==> src/rtl/ll_free_list_if.sv <==
// ll_free_list_if: allocation / free handshake bundle for ll_free_list.
//   out_ptr      pointer offered for allocation (free-list head)
//   out_ptr_vld  out_ptr is valid
//   out_ptr_rdy  consumer accepts out_ptr this cycle
//   free_vld     free_ptr is being returned this cycle
//   free_ptr     pointer being returned to the pool
// master = the allocator, slave = the consumer / list-manipulation logic.
interface ll_free_list_if #(
   parameter int PTR_W = 4
);
   logic [PTR_W-1:0] out_ptr;
   logic             out_ptr_vld;
   logic             out_ptr_rdy;
   logic             free_vld;
   logic [PTR_W-1:0] free_ptr;

   modport master (
      output out_ptr,
      output out_ptr_vld,
      input  out_ptr_rdy,
      input  free_vld,
      input  free_ptr
   );

   modport slave (
      input  out_ptr,
      input  out_ptr_vld,
      output out_ptr_rdy,
      output free_vld,
      output free_ptr
   );
endinterface

==> src/rtl/ll_free_list.sv <==
// ll_free_list: pool of DEPTH node pointers kept as a singly linked free list.
// After reset the list is built one link per cycle (INIT), then pointers are
// handed out from the head and returned pointers are appended at the tail.
// Ports:
//   clk, rst_n   clock and synchronous active-low reset
//   bus          allocation / free handshake (master side)
//   free_cnt     number of entries on the free list
//   empty        free_cnt == 0
//   init_done    list built, allocator running
//   err_range    sticky: a freed pointer was >= DEPTH
//   err_double   sticky: a freed pointer was not allocated (or freed during INIT)
module ll_free_list #(
   parameter int PTR_W = 4,
   parameter int DEPTH = 16,
   parameter int CNT_W = PTR_W + 1
) (
   input  logic             clk,
   input  logic             rst_n,
   ll_free_list_if.master   bus,
   output logic [CNT_W-1:0] free_cnt,
   output logic             empty,
   output logic             init_done,
   output logic             err_range,
   output logic             err_double
);

   localparam logic [PTR_W-1:0] LAST_IDX  = PTR_W'(DEPTH - 1);
   localparam logic [PTR_W:0]   DEPTH_EXT = (PTR_W + 1)'(DEPTH);
   localparam logic [CNT_W-1:0] DEPTH_CNT = CNT_W'(DEPTH);

   typedef enum logic {ST_INIT, ST_RUN} state_t;

   state_t           state_q;
   logic [PTR_W-1:0] next_q [DEPTH];
   logic [PTR_W-1:0] head_q, head_d;
   logic [PTR_W-1:0] tail_q, tail_d;
   logic [PTR_W-1:0] init_idx_q;
   logic [DEPTH-1:0] alloc_map_q, alloc_map_d;
   logic [CNT_W-1:0] cnt_q, cnt_d;
   logic             err_range_q, err_double_q;

   logic run, out_vld, alloc, in_range, was_alloc, free_ok, restart, link_we;

   assign run       = (state_q == ST_RUN);
   assign out_vld   = run && (cnt_q != '0);
   assign alloc     = out_vld && bus.out_ptr_rdy;
   assign in_range  = ({1'b0, bus.free_ptr} < DEPTH_EXT);
   // The head is never marked allocated, so freeing the pointer being
   // allocated in the same cycle is rejected here as a double free.
   assign was_alloc = in_range && alloc_map_q[bus.free_ptr];
   assign free_ok   = run && bus.free_vld && was_alloc;
   // List empty, or its last entry leaves this cycle: the freed pointer
   // becomes the entire list instead of being linked behind the tail.
   assign restart   = (cnt_q == '0) || ((cnt_q == CNT_W'(1)) && alloc);
   assign link_we   = free_ok && !restart;

   always_comb begin
      head_d = head_q;
      tail_d = tail_q;
      cnt_d  = cnt_q;
      if (alloc) begin
         head_d = next_q[head_q];
      end
      if (free_ok) begin
         tail_d = bus.free_ptr;
         if (restart) begin
            head_d = bus.free_ptr;
         end
      end
      if (alloc && !free_ok) begin
         cnt_d = cnt_q - CNT_W'(1);
      end else if (free_ok && !alloc) begin
         cnt_d = cnt_q + CNT_W'(1);
      end
   end

   genvar gi;
   generate
      for (gi = 0; gi < DEPTH; gi++) begin : g_map
         assign alloc_map_d[gi] =
            (alloc && (head_q == PTR_W'(gi)))            ? 1'b1 :
            (free_ok && (bus.free_ptr == PTR_W'(gi)))    ? 1'b0 :
                                                           alloc_map_q[gi];
      end
   endgenerate

   // Link storage has no reset: INIT rewrites every entry before use.
   always_ff @(posedge clk) begin
      if (rst_n) begin
         if (state_q == ST_INIT) begin
            next_q[init_idx_q] <= (init_idx_q == LAST_IDX) ? '0 : init_idx_q + PTR_W'(1);
         end else if (link_we) begin
            next_q[tail_q] <= bus.free_ptr;
         end
      end
   end

   always_ff @(posedge clk) begin
      if (!rst_n) begin
         state_q      <= ST_INIT;
         init_idx_q   <= '0;
         head_q       <= '0;
         tail_q       <= LAST_IDX;
         alloc_map_q  <= '0;
         cnt_q        <= '0;
         err_range_q  <= 1'b0;
         err_double_q <= 1'b0;
      end else begin
         case (state_q)
            ST_INIT: begin
               init_idx_q <= init_idx_q + PTR_W'(1);
               if (init_idx_q == LAST_IDX) begin
                  state_q <= ST_RUN;
                  cnt_q   <= DEPTH_CNT;
               end
               if (bus.free_vld) begin
                  err_double_q <= 1'b1;
               end
            end
            default: begin
               head_q      <= head_d;
               tail_q      <= tail_d;
               cnt_q       <= cnt_d;
               alloc_map_q <= alloc_map_d;
               if (bus.free_vld && !in_range) begin
                  err_range_q <= 1'b1;
               end
               if (bus.free_vld && in_range && !was_alloc) begin
                  err_double_q <= 1'b1;
               end
            end
         endcase
      end
   end

   assign bus.out_ptr     = head_q;
   assign bus.out_ptr_vld = out_vld;
   assign free_cnt        = cnt_q;
   assign empty           = (cnt_q == '0);
   assign init_done       = run;
   assign err_range       = err_range_q;
   assign err_double      = err_double_q;

endmodule

==> src/flat_wrapper.sv <==
// flat-port wrapper written by rule: the top's interface ports become plain ports
module ll_free_list_flat 
#(
   parameter int PTR_W = 4,
   parameter int DEPTH = 16,
   parameter int CNT_W = PTR_W + 1
)
  (clk, rst_n, free_cnt, empty, init_done, err_range, err_double, bus_out_ptr, bus_out_ptr_vld, bus_out_ptr_rdy, bus_free_vld, bus_free_ptr);
  ll_free_list_if #(.PTR_W(PTR_W)) bus_i ();
  input  logic clk;
  input  logic rst_n;
  output logic [CNT_W-1:0] free_cnt;
  output logic empty;
  output logic init_done;
  output logic err_range;
  output logic err_double;
  output wire logic [$bits(bus_i.out_ptr)-1:0] bus_out_ptr;
  output wire logic [$bits(bus_i.out_ptr_vld)-1:0] bus_out_ptr_vld;
  input wire logic [$bits(bus_i.out_ptr_rdy)-1:0] bus_out_ptr_rdy;
  input wire logic [$bits(bus_i.free_vld)-1:0] bus_free_vld;
  input wire logic [$bits(bus_i.free_ptr)-1:0] bus_free_ptr;
  assign bus_out_ptr = bus_i.out_ptr;
  assign bus_out_ptr_vld = bus_i.out_ptr_vld;
  assign bus_i.out_ptr_rdy = bus_out_ptr_rdy;
  assign bus_i.free_vld = bus_free_vld;
  assign bus_i.free_ptr = bus_free_ptr;
  ll_free_list #(.PTR_W(PTR_W), .DEPTH(DEPTH), .CNT_W(CNT_W)) u_core (.clk(clk), .rst_n(rst_n), .bus(bus_i), .free_cnt(free_cnt), .empty(empty), .init_done(init_done), .err_range(err_range), .err_double(err_double));
endmodule
==> config.mk <==
export PLATFORM = sky130hd
export DESIGN_NAME = ll_free_list_flat
export DESIGN_NICKNAME = d
export VERILOG_FILES = /design/src/rtl/ll_free_list_if.sv /design/src/rtl/ll_free_list.sv /design/src/flat_wrapper.sv
export SDC_FILE = /design/constraint.sdc
export NUM_CORES = 1
export LEC_CHECK = 0
export BUFFER_PORTS_ARGS = -buffer_cell sky130_fd_sc_hd__buf_2
export CAP_MARGIN = 20
export CORE_MARGIN = 4
export CORE_UTILIZATION = 40
export CTS_BUF_LIST = sky130_fd_sc_hd__clkbuf_4 sky130_fd_sc_hd__clkbuf_8
export CTS_CLUSTER_SIZE = 12
export DETAILED_ROUTE_END_ITERATION = 8
export PLACE_DENSITY_LB_ADDON = 0.2
export SKIP_LAST_GASP = 1
export SYNTH_ARGS = -nofsm -noshare
export SYNTH_HDL_FRONTEND = slang
export SYNTH_SLANG_ARGS = --single-unit
==> constraint.sdc <==
create_clock -name clk -period 3 [get_ports clk]
set_clock_uncertainty 0.05 [all_clocks]
set_input_delay 0.15 -clock clk [delete_from_list [all_inputs] [get_ports clk]]
set_output_delay 0.15 -clock clk [all_outputs]
set_load 0.01 [all_outputs]
==> flow_summary_export.csv, run 1 <==
group,metric,value,unit
final_layout,diodes,0,
synth,synth_edf_count,64,
die,start_util,40.7,%
sta,holdWs,0.140,ns
power_and_ir_drop,intPower,1.91,mW
grt,grt_overflow,0,
clock_tree,clock-root-buffer,"clkbuf_8",
detailed_routing,routedWlPerCell,17.9,microns
hold_path,hold_path_class,"input pin to flip-flop",
sta,rsz0062_at_grt,"no",
worst_setup_path,end_kind,"flip-flop",
sta,fin_crit_sh,90.0,%
grt,grt_pass1_vias,3287,
power_and_ir_drop,leakagePower,1.88,nW
synth,mappedNetlistNets,430,
synth,synth_area_leader_cell,"edfxtp_1",
power_and_ir_drop,vdd_drop_max,0.166,mV
power_and_ir_drop,switching_share,23.0,%
worst_setup_path,critPathRequiredTime,3.27,ns
sta,tightest_slew,0.868,ns
die,core_area,0.0120,sq mm
clock_tree,ctsLongestPathBuffers,2,
detailed_routing,ant_nets,0,
detailed_routing,first_pass_iters,4,
clock_tree,cts_resized,0,
grt,grt_usage,16.3,%
sta,relSlewSlack,42.1,%
final_layout,stdcell_count,609,
place,io_buffer_count,20,
synth,synth_area,0.00487,sq mm
grt,grt_pass1_wl,17.7,mm
final_layout,layout.nets,471,
synth,async_flop_share,0,%
synth,synth-seq-cells,103,
clock_tree,clkSlewWorstSetupHoldPaths,0.10,ns
place,dp_hpwl,7.70,mm
sta,hold_viol,0,
power_and_ir_drop,clkPwrFrac,32.2,%
synth,avgSynthCellArea,11.7,sq um
die,die_w,118,microns
place,pre_cts_slack,0.272,ns
synth,synth_cell_types,53,
clock_tree,cts_tree,"built",
clock_tree,postCtsSetupBuffers,0,
power_and_ir_drop,finalPower,2.48,mW
grt,grt_max_degree,25,
die,die_height,118,microns
sta,fmax,371,MHz
die,ioPinCount,22,
power_and_ir_drop,power.density,452,mW/mm^2
sta,setup_viol,0,
detailed_routing,drc,0,
place,place_inst,592,
grt,antenna_found_initial,0,
worst_setup_path,cp.arrival,2.97,ns
power_and_ir_drop,p_seq_share,62.2,%
final_layout,area_growth,12.5,%
place,gp_congestion,0.839,
synth,syn_inst,416,
flow_run,drv_cap,0,
clock_tree,htreeDepth,3,
clock_tree,clock-sinks,103,
die,dieArea,0.0140,sq mm
synth,synthTopCellsByArea,"edfxtp_1 (39%), dfxtp_1 (16%), mux4_2 (6.9%)",
synth,yosysWarnings,0,
detailed_routing,drt_iter0_drc,263,
clock_tree,cts_buffers,9,
detailed_routing,vias,3324,
detailed_routing,routed_wl,10.9,mm
sta,finalCriticalPeriod,2.70,ns
synth,synth_flop_cell,"edfxtp_1",
worst_setup_path,path_class,"flip-flop to flip-flop",
sta,setup_ws,0.301,ns
clock_tree,clk_latency,0.37,ns
detailed_routing,via_per_inst,5.46,
sta,report.final.slew_viol_count,0,
power_and_ir_drop,p_sw,0.570,mW
power_and_ir_drop,comb_power_share,5.6,%
synth,synth_top_area_share,39.5,%
final_layout,drive_gt1_share,21.4,%
synth,ys_seq_area_share,55.5,%
worst_setup_path,worstSetupStartpointType,"flip-flop",
run_status,outcome,"finished, final reports clean",
die,rows,40,
worst_setup_path,path_max_fanout,2,
sta,fin_tns_setup,0,ns
[power by group through the flow]
stage	logic (mW)	clock network, mW	registers [mW]
floorplan	0.0860	0	1.57
global placement	0.135	0	1.57
detailed placement	0.139	0	1.57
CTS	0.140	0.825	1.54
global route	0.155	0.874	1.54
finish	0.138	0.798	1.54
[layer usage]
metal  track usage, %  wire, microns
met4             5.27            149
met5                0              0
met2             25.4           5120
met3             3.25            350
met1             22.7           5270
[placed cells by master (no fill, tap or decap), drive strengths merged, types with 4 or more instances in the layout]
cell     n
nor2b   16
mux4    15
and3     4
a21boi  16
ha       6
a22oi    4
nor2    16
o21ai   31
buf     58
edfxtp  64
nand2   50
xnor2    5
nand3b   4
a21oi    7
dfxtp   39
nor3     5
o31ai   16
nand2b   6
or2      4
nand3   13
mux2i   21
and2     5
clkbuf  11
inv      8
[logic make-up after synthesis]
group,synth area share (%)
AND/OR/NAND/NOR,14.3
buffers and inverters,3.60
other,0.0770
flip-flops,55.5
AO/OA/AOI/OAI,12.3
adder cells (fa/ha/maj),1.54
XOR/XNOR,1.44
multiplexers,11.3
[flip-flops by register name (all words and copies together) (netlist names), named ones only]
signal              count
u_core.err_double       1
u_core.tail_q           4
u_core.bus.out_ptr      4
u_core.next_q          64
u_core.init_done        1
u_core.init_idx_q       4
u_core.alloc_map_q     16
u_core.free_cnt         5
[per-stage QoR]
stage | instance area, sq um | util (%)
3_3_place_gp | 5290 | 44.3
6_report | 5480 | 45.8
2_1_floorplan | 4870 | -
4_1_cts | 5480 | 45.8
3_5_place_dp | 5290 | 44.3
5_1_grt | 5480 | 45.8
[path summary, 6_finish.rpt]
check	startpoint	to	slack, ns	cells after the start
max	u_core.alloc_map_q[10]	u_core.free_cnt[3]	0.30	11
min	bus_free_ptr[2]	u_core.bus.out_ptr[2]	0.14	3
max reg2reg	u_core.alloc_map_q[10]	u_core.free_cnt[3]	0.30	11
min reg2reg	u_core.alloc_map_q[10]	u_core.alloc_map_q[10]	0.44	2
[synthesized netlist by cell type (6+ instances only)]
cell and n:
edfxtp_1 64, nand2_1 50, dfxtp_1 39, o21ai_0 27
mux2i_1 21, nor2b_1 16, o31ai_1 16, a21boi_0 15
clkbuf_1 15, mux4_2 15, nor2_1 15, nand3_1 13
buf_2 8, a21oi_1 7, inv_1 7, ha_1 6
nand2b_1 6
[critical path, cell delays in order (launching register included)]
cell and delay, ns:
dfxtp_1 0.32, mux4_2 0.47, nor2_2 0.13, nor3_2 0.05
or2_1 0.23, inv_1 0.07, ha_1 0.16, or4b_2 0.59
a21oi_1 0.19, xor2_1 0.17, a22oi_1 0.10, nor2b_1 0.13
[repair_timing]
action	CTS	global route
endpoints found under the hold margin	1	0
hold buffers	1	0
endpoints found under the setup margin	0	0
[final cells by class]
class / count / area, sq um
multi-input combinational: 276 / 1990
sequential: 103 / 2700
fill: 1104 / 6480
clock buffer: 11 / 139
inverter: 8 / 30.0
timing repair buffer: 59 / 395
tap: 147 / 184
clock inverter: 5 / 36.3
Note: power is estimated with default switching activity, not from simulation.
==> run 2: changes to the inputs <==
--- a/config.mk
+++ b/config.mk
@@ -7,8 +7,9 @@
 export LEC_CHECK = 0
 export BUFFER_PORTS_ARGS = -buffer_cell sky130_fd_sc_hd__buf_2
 export CAP_MARGIN = 20
+export CORE_ASPECT_RATIO = 1.1
 export CORE_MARGIN = 4
-export CORE_UTILIZATION = 40
+export CORE_UTILIZATION = 55
 export CTS_BUF_LIST = sky130_fd_sc_hd__clkbuf_4 sky130_fd_sc_hd__clkbuf_8
 export CTS_CLUSTER_SIZE = 12
 export DETAILED_ROUTE_END_ITERATION = 8
==> run 2 against run 1 <==
  * Critical endpoint unchanged
  * Sequential power barely moved
  * Wire length down 0.45%
  * Utilization increased by 18 points
  * Setup slack worse by 0.0031 ns
  * Register-to-register slack is essentially flat
  * Hold slack got worse by 0.10 ns
  * Via count up 1.9%
  * Sequential share of layout area is 0.65 points higher
  * Maximum frequency decreased by 0.11%
  * Total power grew 2.0%
==> flow_summary_export.csv, run 2 (synthesized netlist as in run 1, its figures left out) <==
group,metric,value,unit
place,gp_congestion,0.895,
power_and_ir_drop,intPower,1.92,mW
grt,grt_max_degree,32,
grt,antenna_found_initial,0,
worst_setup_path,cp.arrival,2.96,ns
final_layout,multiInputGateArea,0.00199,sq mm
clock_tree,clock-sinks,103,
worst_setup_path,worst-path-buf-inv,2,
clock_tree,ctsLongestPathBuffers,2,
grt,grt_pass1_wl,17.9,mm
detailed_routing,first_pass_iters,5,
final_layout,final_common_cell,"edfxtp_1",
power_and_ir_drop,p_seq_share,61.0,%
sta,report.final.slew_viol_count,0,
power_and_ir_drop,p_sw,0.608,mW
die,ioPinCount,22,
clock_tree,cts_tree,"built",
grt,grt_usage,22.0,%
power_and_ir_drop,clkPwrFrac,33.6,%
worst_setup_path,rrSetupSlack,0.30,ns
sta,setup_ws,0.298,ns
detailed_routing,routedWlPerCell,19.1,microns
final_layout,largest_reg_flops,64,
final_layout,stdcell_count,568,
worst_setup_path,critPathRequiredTime,3.26,ns
die,dieArea,0.0104,sq mm
place,place_inst,551,
power_and_ir_drop,power.density,467,mW/mm^2
worst_setup_path,worstSetupStartpointType,"flip-flop",
sta,tightest_slew,0.668,ns
power_and_ir_drop,switching_share,24.1,%
sta,finalCriticalPeriod,2.70,ns
detailed_routing,ant_nets,0,
detailed_routing,drt_iter0_drc,238,
clock_tree,cts_buffers,9,
die,die_w,97.7,microns
worst_setup_path,max_stage_delay,0.58,ns
final_layout,area_growth,11.0,%
clock_tree,postCtsSetupBuffers,0,
detailed_routing,routed_wl,10.8,mm
worst_setup_path,critPathMostFrequentCell,"ha_1",
detailed_routing,drc,0,
detailed_routing,vias,3386,
sta,fin_crit_sh,90.1,%
sta,fmax,370,MHz
clock_tree,cts_resized,0,
place,pre_cts_slack,0.286,ns
final_layout,layout_common_cells,"edfxtp_1 (64), nand2_1 (50), dfxtp_1 (39)",
power_and_ir_drop,vdd_drop_max,0.274,mV
grt,grt_pass1_vias,3355,
flow_run,drv_cap,0,
grt,grt_overflow,0,
final_layout,fill_cells,695,
sta,setup_viol,0,
sta,rsz0062_at_grt,"no",
die,core_area,0.00850,sq mm
die,start_util,57.3,%
die,rows,35,
hold_path,hold_path_class,"input pin to flip-flop",
worst_setup_path,end_kind,"flip-flop",
worst_setup_path,path_max_fanout,4,
die,die_height,107,microns
clock_tree,hold_buffers,0,
final_layout,drive_gt1_share,21.0,%
place,io_buffer_count,20,
worst_setup_path,slowest_stage,"or4b_2",
worst_setup_path,critical-path-top-delay-family,"simple AND/OR/NAND/NOR gates",
worst_setup_path,path_cells,"inv_1, ha_1, nor4b_2, or2_2, inv_2, ha_1, or4b_2, a21oi_1, xor2_1, a22oi_1, nor2b_1",
detailed_routing,via_per_inst,5.96,
clock_tree,clock-root-buffer,"clkbuf_8",
sta,fin_tns_setup,0,ns
final_layout,diodes,0,
power_and_ir_drop,leakagePower,1.87,nW
clock_tree,clkSlewWorstSetupHoldPaths,0.10,ns
final_layout,top_register,"u_core.next_q",
run_status,outcome,"finished, final reports clean",
clock_tree,htreeDepth,3,
place,dp_hpwl,7.75,mm
sta,hold_viol,0,
clock_tree,clk_latency,0.37,ns
power_and_ir_drop,comb_power_share,5.4,%
final_layout,layout.nets,466,
sta,relSlewSlack,55.4,%
final_layout,register_area,0.00270,sq mm
worst_setup_path,path_class,"flip-flop to flip-flop",
[run 2: cell count changes in the layout (fill, tap and decap cells not counted)]
cell           before  now
buf_4              38   34
clkinv_4            2    0
inv_8               0    2
clkinv_1            1    0
dlygate4sd3_1       1    0
clkbuf_4            2    1
clkinvlp_4          2    0
inv_6               0    4
[run 2: area by class of cell]
class	instances	share of cell area, %
Clock inverter	6	1.06
Sequential cell	103	50.0
Tap cell	111	2.57
Multi-Input combinational cell	276	36.8
Timing Repair Buffer	54	6.57
Inverter	8	0.555
Clock buffer	10	2.43
[run 2: per-layer routing]
layer	vias up	GRT usage, %	part of all wire [%]
met5	-	0	0
met4	0	6.63	1.7
met3	18	3.64	4.7
met2	96	36.0	50
met1	1667	30.3	43
li1	1605	-	-
[run 2: path summary, 6_finish.rpt]
| check | startpoint | endpoint | cells after the start |
|---|---|---|---|
| worst max-delay path | u_core.free_cnt[1] | u_core.free_cnt[3] | 11 |
| worst min register to register | u_core.alloc_map_q[1] | u_core.alloc_map_q[1] | 2 |
| worst min-delay path | bus_free_vld | u_core.err_double | 3 |
| worst max register to register | u_core.free_cnt[1] | u_core.free_cnt[3] | 11 |
[run 2: worst min-delay path, stage by stage]
cell and delay (ns):
buf_2 0.11, a21oi_1 0.06, nor2b_1 0.10
[run 2: power groups by stage]
stage	clock network [mW]	logic [mW]	registers, mW
3_5_place_dp	0	0.135	1.57
6_report	0.848	0.137	1.54
3_3_place_gp	0	0.133	1.57
4_1_cts	0.862	0.135	1.54
2_1_floorplan	0	0.0860	1.57
5_1_grt	0.937	0.149	1.54
[run 2: through the flow]
stage,area (sq um),power (mW),util [%],hold slack [ns]
5_1_grt,5410,2.63,63.7,0.0238
4_1_cts,5400,2.54,63.6,0.0273
3_3_place_gp,5210,1.71,61.3,0.397
2_1_floorplan,4870,1.66,-,0.263
3_5_place_dp,5210,1.71,61.3,0.417
6_report,5410,2.53,63.7,0.0376
